**config.mk**
```make
export PLATFORM = sky130hd
export DESIGN_NAME = rx_frame_buf
export DESIGN_NICKNAME = d
export VERILOG_FILES = /design/src/rtl/rx_frame_buf.sv
export SDC_FILE = /design/constraint.sdc
export NUM_CORES = 2
export LEC_CHECK = 0
export BUFFER_PORTS_ARGS = -buffer_cell sky130_fd_sc_hd__buf_2
export CORE_ASPECT_RATIO = 1.4
export CORE_MARGIN = 4
export CORE_UTILIZATION = 30
export DETAILED_ROUTE_END_ITERATION = 8
export PLACE_DENSITY = 0.42
export SLEW_MARGIN = 20
export SYNTH_ARGS = -nofsm -noshare
export SYNTH_HDL_FRONTEND = slang
export SYNTH_SLANG_ARGS = --single-unit
```
**constraint.sdc**
```tcl
create_clock -name clk -period 9.2 [get_ports clk]
set_input_delay 1.84 -clock clk [delete_from_list [all_inputs] [get_ports clk]]
set_output_delay 1.84 -clock clk [all_outputs]
set_load 0.01 [all_outputs]
```
**src/rtl/rx_frame_buf.sv**
```systemverilog
// Receive frame buffer: stores decoder bytes and exposes only committed frames, first-word fall-through.
// Optional RX_FRAME_BUF_FCS_FILTER_EN: a COMPLETE with bad FCS discards the frame instead of committing it.
module rx_frame_buf #(
    parameter int ADDR_W = 8
) (
    input  logic              clk,
    input  logic              reset,
    input  logic              i_ev_sig,
    input  logic [2:0]        i_ev,
    input  logic [7:0]        i_byte,
    input  logic              i_fcs_ok,
    output logic [7:0]        o_data,
    output logic              o_valid,
    input  logic              i_ready,
    output logic              o_frame_done,
    output logic [7:0]        o_drop_cnt,
    output logic [ADDR_W:0]   o_level
);

    // Event codes, identical to the SYM_DEC_EV_* values of sym_dec.vh
    localparam logic [2:0] SYM_DEC_EV_PREAMBLE = 3'd1;
    localparam logic [2:0] SYM_DEC_EV_SFD      = 3'd2;
    localparam logic [2:0] SYM_DEC_EV_PHR      = 3'd3;
    localparam logic [2:0] SYM_DEC_EV_BYTE     = 3'd4;
    localparam logic [2:0] SYM_DEC_EV_COMPLETE = 3'd5;

    localparam logic [ADDR_W:0] DEPTH = {1'b1, {ADDR_W{1'b0}}};

    typedef enum logic [1:0] {IDLE, RECV, DROP} state_t;

    state_t          state, state_nxt;
    logic            ev_q;
    logic [ADDR_W:0] wptr, cptr, rptr;
    logic [ADDR_W:0] wptr_nxt, cptr_nxt, base;
    logic [7:0]      mem [0:(1<<ADDR_W)-1];
    logic            ev_acc, is_pre, is_sfd, is_phr, is_byte, is_cmp;
    logic            fcs_bad, wr_try, full, abort, commit;
    logic            wr_en, done_nxt;
    logic [1:0]      drop_inc;
    logic [8:0]      drop_sum;

    assign ev_acc  = i_ev_sig & ~ev_q;
    assign is_pre  = ev_acc && (i_ev == SYM_DEC_EV_PREAMBLE);
    assign is_sfd  = ev_acc && (i_ev == SYM_DEC_EV_SFD);
    assign is_phr  = ev_acc && (i_ev == SYM_DEC_EV_PHR);
    assign is_byte = ev_acc && (i_ev == SYM_DEC_EV_BYTE);
    assign is_cmp  = ev_acc && (i_ev == SYM_DEC_EV_COMPLETE);

`ifdef RX_FRAME_BUF_FCS_FILTER_EN
    assign fcs_bad = ~i_fcs_ok;
`else
    assign fcs_bad = ~i_fcs_ok & 1'b0;
`endif

    // A PHR always (re)starts a frame at the commit pointer; outside RECV wptr already equals cptr.
    assign wr_try = is_phr | ((state == RECV) & is_byte);
    assign base   = is_phr ? cptr : wptr;
    assign full   = (base - rptr) == DEPTH;
    assign abort  = (state == RECV) & (is_pre | is_sfd | is_phr | (is_cmp & fcs_bad));
    assign commit = (state == RECV) & is_cmp & ~fcs_bad;

    always_ff @(posedge clk or negedge reset) begin
        if (!reset) state <= IDLE;
        else        state <= state_nxt;
    end

    always_comb begin
        state_nxt = state;
        case (state)
            IDLE: if (is_phr) state_nxt = full ? DROP : RECV;
            RECV: begin
                if (wr_try)               state_nxt = full ? DROP : RECV;
                else if (abort | commit)  state_nxt = IDLE;
            end
            DROP: begin
                if (is_phr)               state_nxt = full ? DROP : RECV;
                else if (is_cmp | is_pre) state_nxt = IDLE;
            end
            default: state_nxt = IDLE;
        endcase
    end

    always_comb begin
        wr_en    = 1'b0;
        wptr_nxt = wptr;
        cptr_nxt = cptr;
        drop_inc = 2'd0;
        done_nxt = 1'b0;
        if (abort) begin
            wptr_nxt = cptr;
            drop_inc = 2'd1;
        end
        if (commit) begin
            cptr_nxt = wptr;
            done_nxt = 1'b1;
        end
        // A restart PHR can both abort the old frame and hit a full buffer: two drops.
        if (wr_try) begin
            if (full) begin
                wptr_nxt = cptr;
                drop_inc = drop_inc + 2'd1;
            end else begin
                wr_en    = 1'b1;
                wptr_nxt = base + 1'b1;
            end
        end
    end

    assign drop_sum = {1'b0, o_drop_cnt} + {7'd0, drop_inc};

    always_ff @(posedge clk or negedge reset) begin
        if (!reset) begin
            ev_q         <= 1'b0;
            wptr         <= '0;
            cptr         <= '0;
            rptr         <= '0;
            o_frame_done <= 1'b0;
            o_drop_cnt   <= 8'd0;
        end else begin
            ev_q         <= i_ev_sig;
            wptr         <= wptr_nxt;
            cptr         <= cptr_nxt;
            o_frame_done <= done_nxt;
            o_drop_cnt   <= drop_sum[8] ? 8'hFF : drop_sum[7:0];
            if (o_valid && i_ready) rptr <= rptr + 1'b1;
        end
    end

    always_ff @(posedge clk) begin
        if (wr_en) mem[base[ADDR_W-1:0]] <= i_byte;
    end

    assign o_valid = (cptr != rptr);
    assign o_level = cptr - rptr;
    assign o_data  = mem[rptr[ADDR_W-1:0]];

endmodule
```
==> impl_metrics.ini <==
[worst_setup_path]
worstPathArrival_ns = 5.74
worstPathRequired_ns = 7.36
r2r-start = ev_q$_DFF_PN0_
endpoint = o_data[7]
critPathCaptureType = output pin
reg2regPathDepth = 15
startpoint = rptr[2]$_DFFE_PN0P_
startpoint_type = flip-flop
crit_fanout = 23
r2r_end = mem[125][0]$_DFFE_PP_
r2r_setup_slack_ns = 3.26
path_class = reg2out

[die]
die_h_um = 626.4
initial_core_util = 0.3021
die_x_um = 449.7
io_pins = 43
dieArea_sq_mm = 0.2817
core_area_sq_mm = 0.2712
fp-row-count = 226

[sta]
finClkSkew_ns = 0.05388
min_period_ns = 7.575
report.final.slew_viol_count = 0
rsz0062_at_grt = false
tns_ns = 0
hold_viol_final = 0
setup_viol = 0
max_slew_margin = 0.2191
fmax_ghz = 0.1320
worstMarginPinSlew_ns = 1.171
whs_ns = 0.4909
min_period_over_period = 0.8234
final.setup.worst_slack_ns = 1.625

[synth]
synth_flop_cell = edfxtp_1
ys_ff_latch = 2087
synth_area_sq_mm = 0.08193
async_flop_share = 0.01869
yosys_warnings = 0
synth_cell_types = 70
synth_edf_count = 2048
syn_area_per_cell_sq_um = 20.98
ys_seq_area_frac = 0.7625
postSynthCellCount = 3905
synth_fp_nets = 3947

[clocking]
cts_resized = 0
post_cts_buffers = 0
cts_tree = yes
cts.path.max_buffers = 4
clock-root-buffer = clkbuf_16
clk_latency_ns = 0.87
clkSlewWorstSetupHoldPaths_ns = 0.07
cts-hold-fix-buffers = 0
cts_max_level = 4
cts-buffers-inserted = 207
clock-sinks = 2087

[finish]
nNetsFinal = 4199
syn_to_final_growth_pct = 14.92
seq_area_sq_mm = 0.06249
fill_cells = 25280
drive_gt1_frac = 0.2630
multiInputGateArea_sq_mm = 0.01824
fin_util = 0.3472

[global_route]
grt_max_degree = 193
grt_pass1_wl_mm = 351.2
antenna_found_initial = 9
overflow = 0
grt_usage = 0.1770
grt_pass1_vias = 42320

[detailed_routing]
wl_mm = 252.7
drc = 0
drt_first_pass_iters = 6
ant_nets = 0
vias = 40150
drt_iter0_markers = 3800
viasPerCell = 5.109
wl_per_cell_um = 32.15

[power]
p_leak_nw = 29.04
p_per_area_mw_per_mm2 = 299.8
vdd_drop_max_uv = 168.0
p_total_mw = 28.23

[place]
gp_congestion = 0.7881
dp_hpwl_mm = 154.8
post-place-ws_ns = 1.685
io_buffers = 41

[job]
drv_cap = 0

[min_path]
hold_depth = 1
worstHoldPathType = reg2reg

[status]
status = finished, final reports clean
-- report_power, final --
| group | leakage [nW] | switching (mW) | internal [mW] |
|---|---|---|---|
| logic | 6.90 | 5.71 | 3.30 |
| clock network | 3.25 | 3.69 | 4.86 |
| registers | 18.9 | 0.169 | 10.5 |
-- synthesized netlist by cell type (13+ instances only) --
library cell,instances,area [sq um]
a21oi_1,62,310.3
a221oi_1,22,192.7
a22o_1,23,201.4
a22oi_1,104,780.8
a31oi_1,13,81.33
buf_1,15,56.30
buf_2,76,380.4
buf_4,28,210.2
buf_6,25,281.5
clkbuf_1,72,270.3
dfrtp_1,39,975.9
edfxtp_1,2048,61500
ha_1,24,300.3
inv_1,28,105.1
mux2i_1,49,490.5
mux4_2,536,12070
nand2_1,120,450.4
nand3_1,51,255.2
nor2_1,312,1171
nor2b_1,20,125.1
nor3_1,22,110.1
nor4_1,17,106.4
o21ai_0,31,155.2
o22ai_1,18,112.6
-- per-stage QoR --
step	area [sq um]	cells
final	94160	7860
after global routing	94150	7858
after CTS	94120	7856
after detailed placement	87470	7481
after global placement	87460	7481
after floorplan	81930	3905
-- kinds of logic after synthesis --
kind of cell	share of synthesized area
XOR/XNOR	0.002352
flip-flops	0.7625
buffers and inverters	0.01669
adder cells (fa/ha/maj)	0.004154
AO/OA/AOI/OAI	0.02927
multiplexers	0.1540
AND/OR/NAND/NOR	0.03102
-- critical path: stages (launching register included) --
cell	delay, ns
dfrtp_4	0.51
nor2b_4	0.85
buf_4	0.60
buf_4	0.57
a22oi_1	0.17
a21oi_1	0.41
nor3_1	0.11
nor2_1	0.47
o21ai_0	0.16
nor3_1	0.67
buf_2	0.27
-- layout by cell type (no fill, tap or decap), types with 25 or more instances in the layout --
cell,instances
nand2_1,110
inv_1,28
buf_2,32
o21ai_0,30
clkinv_2,41
buf_4,201
nor2_1,308
dfrtp_1,34
clkbuf_1,33
mux4_2,536
mux2i_1,48
clkinv_1,50
bufinv_16,25
a22oi_1,104
edfxtp_1,2048
a21oi_1,60
clkbuf_16,209
nand3_1,46
-- per-layer routing --
layer,global-route usage,wire length [um],up-vias
met4,0.04875,7297,2
met3,0.02672,11680,305
met5,0,16,-
li1,-,-,16800
met2,0.3128,130500,1007
met1,0.2265,103200,22040
-- how the worst min path moves through the flow --
| stage | from | to | slack, ns |
|---|---|---|---|
| after detailed placement | state[0]$_DFFE_PN0P_ | state[1]$_DFFE_PN0P_ | 0.47 |
| after global placement | state[0]$_DFFE_PN0P_ | state[1]$_DFFE_PN0P_ | 0.47 |
| after CTS | state[0]$_DFFE_PN0P_ | state[1]$_DFFE_PN0P_ | 0.48 |
| final | state[0]$_DFFE_PN0P_ | state[1]$_DFFE_PN0P_ | 0.49 |
| after global routing | state[0]$_DFFE_PN0P_ | state[1]$_DFFE_PN0P_ | 0.51 |
| after floorplan | state[0]$_DFFE_PN0P_ | state[1]$_DFFE_PN0P_ | 0.45 |
-- registers in the layout (all words and copies together) (netlist names) --
| signal | cells |
|---|---|
| mem | 2048 |
| cptr | 9 |
| rptr | 9 |
| wptr | 9 |
| o_drop_cnt | 8 |
| state | 2 |
| ev_q | 1 |
| o_frame_done | 1 |
-- layout make-up --
type / count / area share
sequential: 2087 / 0.6637
antenna: 3 / 0.00007973
inverter: 33 / 0.001369
clock buffer: 242 / 0.05686
clock inverter: 133 / 0.01377
tap: 3534 / 0.04696
timing repair buffer: 262 / 0.02355
multi-input combinational: 1566 / 0.1937
(Power assumes the default switching activity.)
